`src/rtl/audio_pkg.sv`:
```
// Shared types and helpers for the drum voice mixer: FSM state encoding,
// PCM sample limits and the saturating sample clamp.
package audio_pkg;

  typedef enum logic [2:0] {
    ST_IDLE  = 3'd0,
    ST_SCAN  = 3'd1,
    ST_HDR   = 3'd2,
    ST_FETCH = 3'd3,
    ST_PUSH  = 3'd4
  } mix_state_e;

  localparam int DATA_W     = 16;
  localparam int SAMPLE_MAX = (1 << (DATA_W - 1)) - 1;
  localparam int SAMPLE_MIN = -(1 << (DATA_W - 1));

  // Accumulators of any width up to 32 bits are sign-extended into acc.
  function automatic logic signed [DATA_W-1:0] sat_sample(input logic signed [31:0] acc);
    if (acc > SAMPLE_MAX) begin
      return DATA_W'(SAMPLE_MAX);
    end else if (acc < SAMPLE_MIN) begin
      return DATA_W'(SAMPLE_MIN);
    end
    return DATA_W'(acc);
  endfunction

endpackage

```
`src/rtl/drum_voice_state.sv`:
```
// Per-voice playback state: active/need_hdr flags, read pointer and sample
// length; apply restarts the voice, load_len latches the header, advance steps.
module drum_voice_state #(
  parameter int DATA_W = 16
) (
  input  logic              clk,
  input  logic              reset_n,
  input  logic              i_apply,
  input  logic              i_advance,
  input  logic              i_load_len,
  input  logic [DATA_W-1:0] i_len,
  output logic              o_active,
  output logic              o_need_hdr,
  output logic [DATA_W-1:0] o_ptr
);
  import audio_pkg::*;

  logic              r_active;
  logic              r_need_hdr;
  logic [DATA_W-1:0] r_ptr;
  logic [DATA_W-1:0] r_len;

  always_ff @(posedge clk or negedge reset_n) begin
    if (!reset_n) begin
      r_active   <= 1'b0;
      r_need_hdr <= 1'b0;
    end else if (i_apply) begin
      r_active   <= 1'b1;
      r_need_hdr <= 1'b1;
    end else if (i_load_len) begin
      r_need_hdr <= 1'b0;
      if (i_len == '0) begin
        r_active <= 1'b0;
      end
    end else if (i_advance && (r_ptr == r_len)) begin
      // The word just consumed was the last sample of the region.
      r_active <= 1'b0;
    end
  end

  // Pointer and length are only meaningful while active, so they carry no reset.
  always_ff @(posedge clk) begin
    if (i_apply) begin
      r_ptr <= DATA_W'(1);
    end else if (i_advance) begin
      r_ptr <= r_ptr + 1'b1;
    end
    if (i_load_len) begin
      r_len <= i_len;
    end
  end

  assign o_active   = r_active;
  assign o_need_hdr = r_need_hdr;
  assign o_ptr      = r_ptr;

endmodule

```
`src/rtl/drum_voice_mixer.sv`:
```
// Polyphonic drum-sample mixer: one memory word per active voice per frame,
// saturated sum pushed to the codec FIFO. Optional macro MIXER_MASTER_SHIFT_EN.
module drum_voice_mixer #(
  parameter int NUM_VOICES   = 4,
  parameter int DATA_W       = 16,
  parameter int ADDR_W       = 18,
  parameter int REGION_WORDS = 16384
) (
  input  logic                  clk,
  input  logic                  reset_n,
  input  logic [NUM_VOICES-1:0] sample_triggers,
  input  logic                  pause,
  input  logic [DATA_W-1:0]     mem_rd_data,
  input  logic                  mem_rd_valid,
  output logic [ADDR_W-1:0]     mem_addr,
  output logic                  mem_rd_en,
  input  logic                  fifo_full,
  output logic                  fifo_wr_en,
  output logic [DATA_W-1:0]     fifo_data,
`ifdef MIXER_MASTER_SHIFT_EN
  input  logic [2:0]            master_shift,
`endif
  output logic [NUM_VOICES-1:0] voices_active
);
  import audio_pkg::*;

  localparam int VW    = (NUM_VOICES > 1) ? $clog2(NUM_VOICES) : 1;
  localparam int ACC_W = DATA_W + $clog2(NUM_VOICES);
  localparam logic [VW-1:0] LAST_V = VW'(NUM_VOICES - 1);

  mix_state_e               r_state;
  logic [VW-1:0]            r_v;
  logic [NUM_VOICES-1:0]    r_pending;
  logic signed [ACC_W-1:0]  r_acc;
  logic [ADDR_W-1:0]        r_mem_addr;
  logic                     r_mem_rd_en;
  logic                     r_fifo_wr_en;
  logic [DATA_W-1:0]        r_fifo_data;

  logic                     w_start;
  logic                     w_rd_done;
  logic [NUM_VOICES-1:0]    w_apply;
  logic [NUM_VOICES-1:0]    w_load_len;
  logic [NUM_VOICES-1:0]    w_advance;
  logic [NUM_VOICES-1:0]    w_active;
  logic [NUM_VOICES-1:0]    w_need_hdr;
  logic [DATA_W-1:0]        w_ptr [NUM_VOICES];
  logic [DATA_W-1:0]        w_cur_ptr;
  logic [ADDR_W-1:0]        w_base;
  logic signed [DATA_W-1:0] w_sample;
  logic [2:0]               w_shift;
  logic signed [ACC_W-1:0]  w_acc_shifted;
  logic signed [DATA_W-1:0] w_mix;

`ifdef MIXER_MASTER_SHIFT_EN
  assign w_shift = master_shift;
`else
  assign w_shift = 3'd0;
`endif

  // Holding off one cycle after a write lets fifo_full reflect that write.
  assign w_start       = (r_state == ST_IDLE) && !fifo_full && !pause && !r_fifo_wr_en;
  assign w_rd_done     = r_mem_rd_en && mem_rd_valid;
  assign w_cur_ptr     = w_ptr[r_v];
  assign w_base        = ADDR_W'(r_v) * ADDR_W'(REGION_WORDS);
  assign w_sample      = mem_rd_data;
  assign w_acc_shifted = r_acc >>> w_shift;
  assign w_mix         = sat_sample(32'(w_acc_shifted));

  for (genvar gi = 0; gi < NUM_VOICES; gi++) begin : g_voice
    assign w_apply[gi]    = w_start && r_pending[gi];
    assign w_load_len[gi] = (r_state == ST_HDR) && w_rd_done && (r_v == VW'(gi));
    assign w_advance[gi]  = (r_state == ST_FETCH) && w_rd_done && (r_v == VW'(gi));

    drum_voice_state #(
      .DATA_W (DATA_W)
    ) u_voice (
      .clk        (clk),
      .reset_n    (reset_n),
      .i_apply    (w_apply[gi]),
      .i_advance  (w_advance[gi]),
      .i_load_len (w_load_len[gi]),
      .i_len      (mem_rd_data),
      .o_active   (w_active[gi]),
      .o_need_hdr (w_need_hdr[gi]),
      .o_ptr      (w_ptr[gi])
    );
  end

  // Triggers landing on the apply cycle survive into the next frame.
  always_ff @(posedge clk or negedge reset_n) begin
    if (!reset_n) begin
      r_pending <= '0;
    end else begin
      r_pending <= (r_pending & ~w_apply) | sample_triggers;
    end
  end

  always_ff @(posedge clk or negedge reset_n) begin
    if (!reset_n) begin
      r_state      <= ST_IDLE;
      r_v          <= '0;
      r_acc        <= '0;
      r_mem_addr   <= '0;
      r_mem_rd_en  <= 1'b0;
      r_fifo_wr_en <= 1'b0;
      r_fifo_data  <= '0;
    end else begin
      r_fifo_wr_en <= 1'b0;
      case (r_state)
        ST_IDLE: begin
          r_acc <= '0;
          if (w_start) begin
            r_state <= ST_SCAN;
            r_v     <= '0;
          end
        end
        ST_SCAN: begin
          if (!w_active[r_v]) begin
            if (r_v == LAST_V) begin
              r_state <= ST_PUSH;
            end else begin
              r_v <= r_v + 1'b1;
            end
          end else if (w_need_hdr[r_v]) begin
            r_state     <= ST_HDR;
            r_mem_rd_en <= 1'b1;
            r_mem_addr  <= w_base;
          end else begin
            r_state     <= ST_FETCH;
            r_mem_rd_en <= 1'b1;
            r_mem_addr  <= w_base + ADDR_W'(w_cur_ptr);
          end
        end
        ST_HDR: begin
          if (w_rd_done) begin
            r_mem_rd_en <= 1'b0;
            if (mem_rd_data != '0) begin
              r_state <= ST_FETCH;
            end else if (r_v == LAST_V) begin
              r_state <= ST_PUSH;
            end else begin
              r_v     <= r_v + 1'b1;
              r_state <= ST_SCAN;
            end
          end
        end
        ST_FETCH: begin
          // Entered from HDR with no request in flight: issue the sample read.
          if (!r_mem_rd_en) begin
            r_mem_rd_en <= 1'b1;
            r_mem_addr  <= w_base + ADDR_W'(w_cur_ptr);
          end else if (mem_rd_valid) begin
            r_mem_rd_en <= 1'b0;
            r_acc       <= r_acc + ACC_W'(w_sample);
            if (r_v == LAST_V) begin
              r_state <= ST_PUSH;
            end else begin
              r_v     <= r_v + 1'b1;
              r_state <= ST_SCAN;
            end
          end
        end
        ST_PUSH: begin
          if (!fifo_full) begin
            r_fifo_wr_en <= 1'b1;
            r_fifo_data  <= w_mix;
            r_state      <= ST_IDLE;
          end
        end
        default: r_state <= ST_IDLE;
      endcase
    end
  end

  assign mem_addr      = r_mem_addr;
  assign mem_rd_en     = r_mem_rd_en;
  assign fifo_wr_en    = r_fifo_wr_en;
  assign fifo_data     = r_fifo_data;
  assign voices_active = w_active;

endmodule
```
`config.mk`:
```
export PLATFORM = sky130hd
export DESIGN_NAME = drum_voice_mixer
export DESIGN_NICKNAME = d
export VERILOG_FILES = /design/src/rtl/audio_pkg.sv /design/src/rtl/drum_voice_state.sv /design/src/rtl/drum_voice_mixer.sv
export SDC_FILE = /design/constraint.sdc
export NUM_CORES = 1
export LEC_CHECK = 0
export BUFFER_PORTS_ARGS = -buffer_cell sky130_fd_sc_hd__buf_2
export CORE_MARGIN = 10
export CORE_UTILIZATION = 50
export CTS_CLUSTER_SIZE = 24
export DETAILED_ROUTE_END_ITERATION = 10
export GPL_ROUTABILITY_DRIVEN = 0
export PLACE_DENSITY = 0.82
export SETUP_SLACK_MARGIN = 0.2
export SYNTH_ARGS = -nofsm -noshare
export SYNTH_HDL_FRONTEND = slang
export SYNTH_SLANG_ARGS = --single-unit
```
`constraint.sdc`:
```
create_clock -name clk -period 2.54 [get_ports clk]
set_input_delay 0.508 -clock clk [delete_from_list [all_inputs] [get_ports clk]]
set_output_delay 0.508 -clock clk [all_outputs]
set_load 0.03 [all_outputs]
```
==> impl_metrics.ini <==
[run_status]
status = complete, no violations

[pwr]
ir_drop_mv = 0.868
power.total_w = 0.0116
power.density_nw_per_um2 = 995
p_leak_nw = 4.78
pwr-share-comb_pct = 37.9
internal_power_w = 0.00716
pwr-share-clk_pct = 24.1
p_sw_w = 0.00443
switching_share_pct = 38.2
power_frac_seq_pct = 38.0

[min_path]
hold_class = in2reg
whs_path_depth = 2

[placed_design]
hpwl_um = 19100
placedCellCount = 1323
numPortBuffers = 63

[synthesis]
yosysSeqAreaShare_pct = 50.1
synth-async-reset-ratio_pct = 35.4
synth_area_leader_cell = edfxtp_1
synthTopCellsByArea = edfxtp_1 (19%), dfrtp_1 (18%), dfxtp_1 (13%), xor2_1 (6.0%), xnor2_1 (4.7%)
syn_area_um2 = 9890
synthCells = 978
synth-seq-cells = 198
synthDistinctLibCells = 59
synth.top_cell.area_share_pct = 19.4
syn_nets = 1031
synth_area_per_cell_um2 = 10.1
yosysMostFrequentCell = nand2_1
yosys_warnings = 0
ys.flop_type = dfrtp_1
synthTopCellsByCount = nand2_1 (122), nor2_1 (102), o21ai_0 (83)
synth_edf_count = 64

[route]
first_pass_iters = 5
avgViaCountPerCell = 5.78
first_iter_violations = 899
vias = 7890
drc = 0
final_antenna_net_count = 0
wl_um = 26400
avgRoutedWirePerCell_um = 19.4

[timing]
fin_setup_tns_ns = 0
rsz0062_at_grt = true
hold_violations = 0
min_period_ns = 2.35
fin_skew_ns = 0.0125
tightest_slew_ns = 0.590
maxSlewViolCount = 0
relSlewSlack_pct = 60.7
fmax_mhz = 425
post-route-period-util_pct = 92.6
hold_ws_ns = 0.236
finalSetupViolCount = 0

[grt]
met1_usage_pct = 24.5
use_met3_pct = 4.06
antenna_found_initial = 0
grt.met2_usage_pct = 35.3
grt_start_max_net_pins = 59
grt_pass1_wl_um = 42000
gr-total-overflow = 0
grt_pass1_vias = 7729
gr-max-usage-layer = met2
grt.total_usage_pct = 20.6

[floorplanning]
initial_utilization_pct = 50.8
die_w_um = 161
die_h_um = 161
row_count = 51
pin_count = 65
coreArea_um2 = 19500
die_area_um2 = 25800

[cts]
cts_tree = built
h-tree-depth = 4
insertion_delay_ns = 0.45
cts_inserted_buffers = 17
cts.sinks = 198
path_clk_slew_ns = 0.07
root_buffer = clkbuf_16
clock_path_buffers = 2

[finish]
fillers = 1555
area_growth_pct = 17.7
final_nets = 1141
drive_gt1_share_pct = 20.1
stdcell_count = 1366
num_antenna_cells = 0

[critical_path]
critPathMaxFanout = 4
worst-r2r-cell-count = 8
crit_path_start_kind = flip-flop
arrival_ns = 2.70
crit_type = reg2reg
required_ns = 2.89
end_kind = flip-flop

[flow_run]
drv_cap = 0
-- metrics by stage --
stage,utilization [%],instance area (um2),worst slack (ns)
detailed placement,55.9,10900,-0.0784
global placement,55.9,10900,-0.0619
CTS,59.4,11600,0.180
floorplan,-,9960,0.0921
finish,59.8,11600,0.187
global route,59.8,11600,0.0678
-- kinds of logic (layout without fill, tap and decap cells) --
family / after synthesis / count (layout) / synth area share [%]
buf+inv: 67 / 190 / 2.85
xor+xnor: 121 / 121 / 10.7
simple gates: 356 / 356 / 16.9
compound gates: 182 / 182 / 11.0
mux: 25 / 25 / 4.71
other cells: 1 / 1 / 0.0379
fa+ha+maj: 28 / 28 / 3.69
flops: 198 / 198 / 50.1
-- critical path, cell delays in order (launching register included) --
cell and delay (ns):
dfrtp_1 0.45, ha_1 0.32, a21oi_1 0.19, o21ai_1 0.12
a211oi_2 0.28, mux2_4 0.34, a211oi_2 0.26, a22oi_1 0.12
a21o_1 0.18
-- cell type report --
type                            count  area [um2]  share of cell area (%)
Tap cell                          265         332                    2.85
Clock buffer                       21         504                    4.33
Timing Repair Buffer              140         912                    7.83
Clock inverter                     11         106                   0.913
Multi-Input combinational cell    713        4770                    40.9
Sequential cell                   198        4960                    42.6
Inverter                           18        67.6                   0.580
-- timing repair --
action	in CTS	in global routing
pin swaps	10	10
hold buffers	1	0
gates resized for setup	5	13
setup endpoints to repair	8	25
endpoints found under the hold margin	12	0
buffers inserted	5	5
-- power by group through the flow --
stage	logic (W)	clock network, W	registers (W)
floorplan	0.00276	0	0.00455
global placement	0.00411	0	0.00441
detailed placement	0.00423	0	0.00444
CTS	0.00432	0.00280	0.00438
global route	0.00485	0.00294	0.00445
finish	0.00440	0.00279	0.00440
-- cells in the final DEF (no fill, tap or decap), types with 4 or more instances in the layout --
master	instances
a211oi_2	4
o21ai_0	79
a21o_1	13
mux4_2	17
nand2_1	122
a22o_1	15
nand2b_1	16
buf_4	74
ha_1	21
a21oi_1	37
nand4_1	27
inv_1	18
edfxtp_1	64
clkbuf_16	20
dfxtp_1	64
xor2_1	68
xnor2_1	53
mux2i_1	6
and4_1	4
or3_1	19
nand3_1	19
nor3_1	5
and2_1	4
nor2_1	99
and3_1	9
buf_2	63
dfrtp_1	68
nor4_1	12
a31oi_1	4
-- layer usage --
layer	wire length, um	vias to the layer above
met3	2240	70
met5	0	-
li1	-	3657
met2	13100	401
met1	10000	3762
met4	1060	0
-- sequential cells by signal (all words and copies together) (netlist names) --
signal                      count
g_voice.u_voice.o_need_hdr      4
r_pending                       4
g_voice.u_voice.o_active        4
g_voice.u_voice.o_ptr          64
mem_rd_en                       1
r_state                         3
mem_addr                       17
r_acc                          18
g_voice.u_voice.r_len          64
fifo_wr_en                      1
r_v                             2
fifo_data                      16
-- final timing paths --
check / from / to / slack, ns
setup / recovery: r_acc[10] / r_acc[17] / 0.19
hold / removal: sample_triggers[1] / r_pending[1] / 0.24
setup reg to reg: r_acc[10] / r_acc[17] / 0.19
hold reg to reg: mem_addr[6] / mem_addr[6] / 0.47
max in group asynchronous: reset_n / r_v[0] / 1.40
min in group asynchronous: reset_n / fifo_data[11] / 0.50
(Power assumes the default switching activity.)
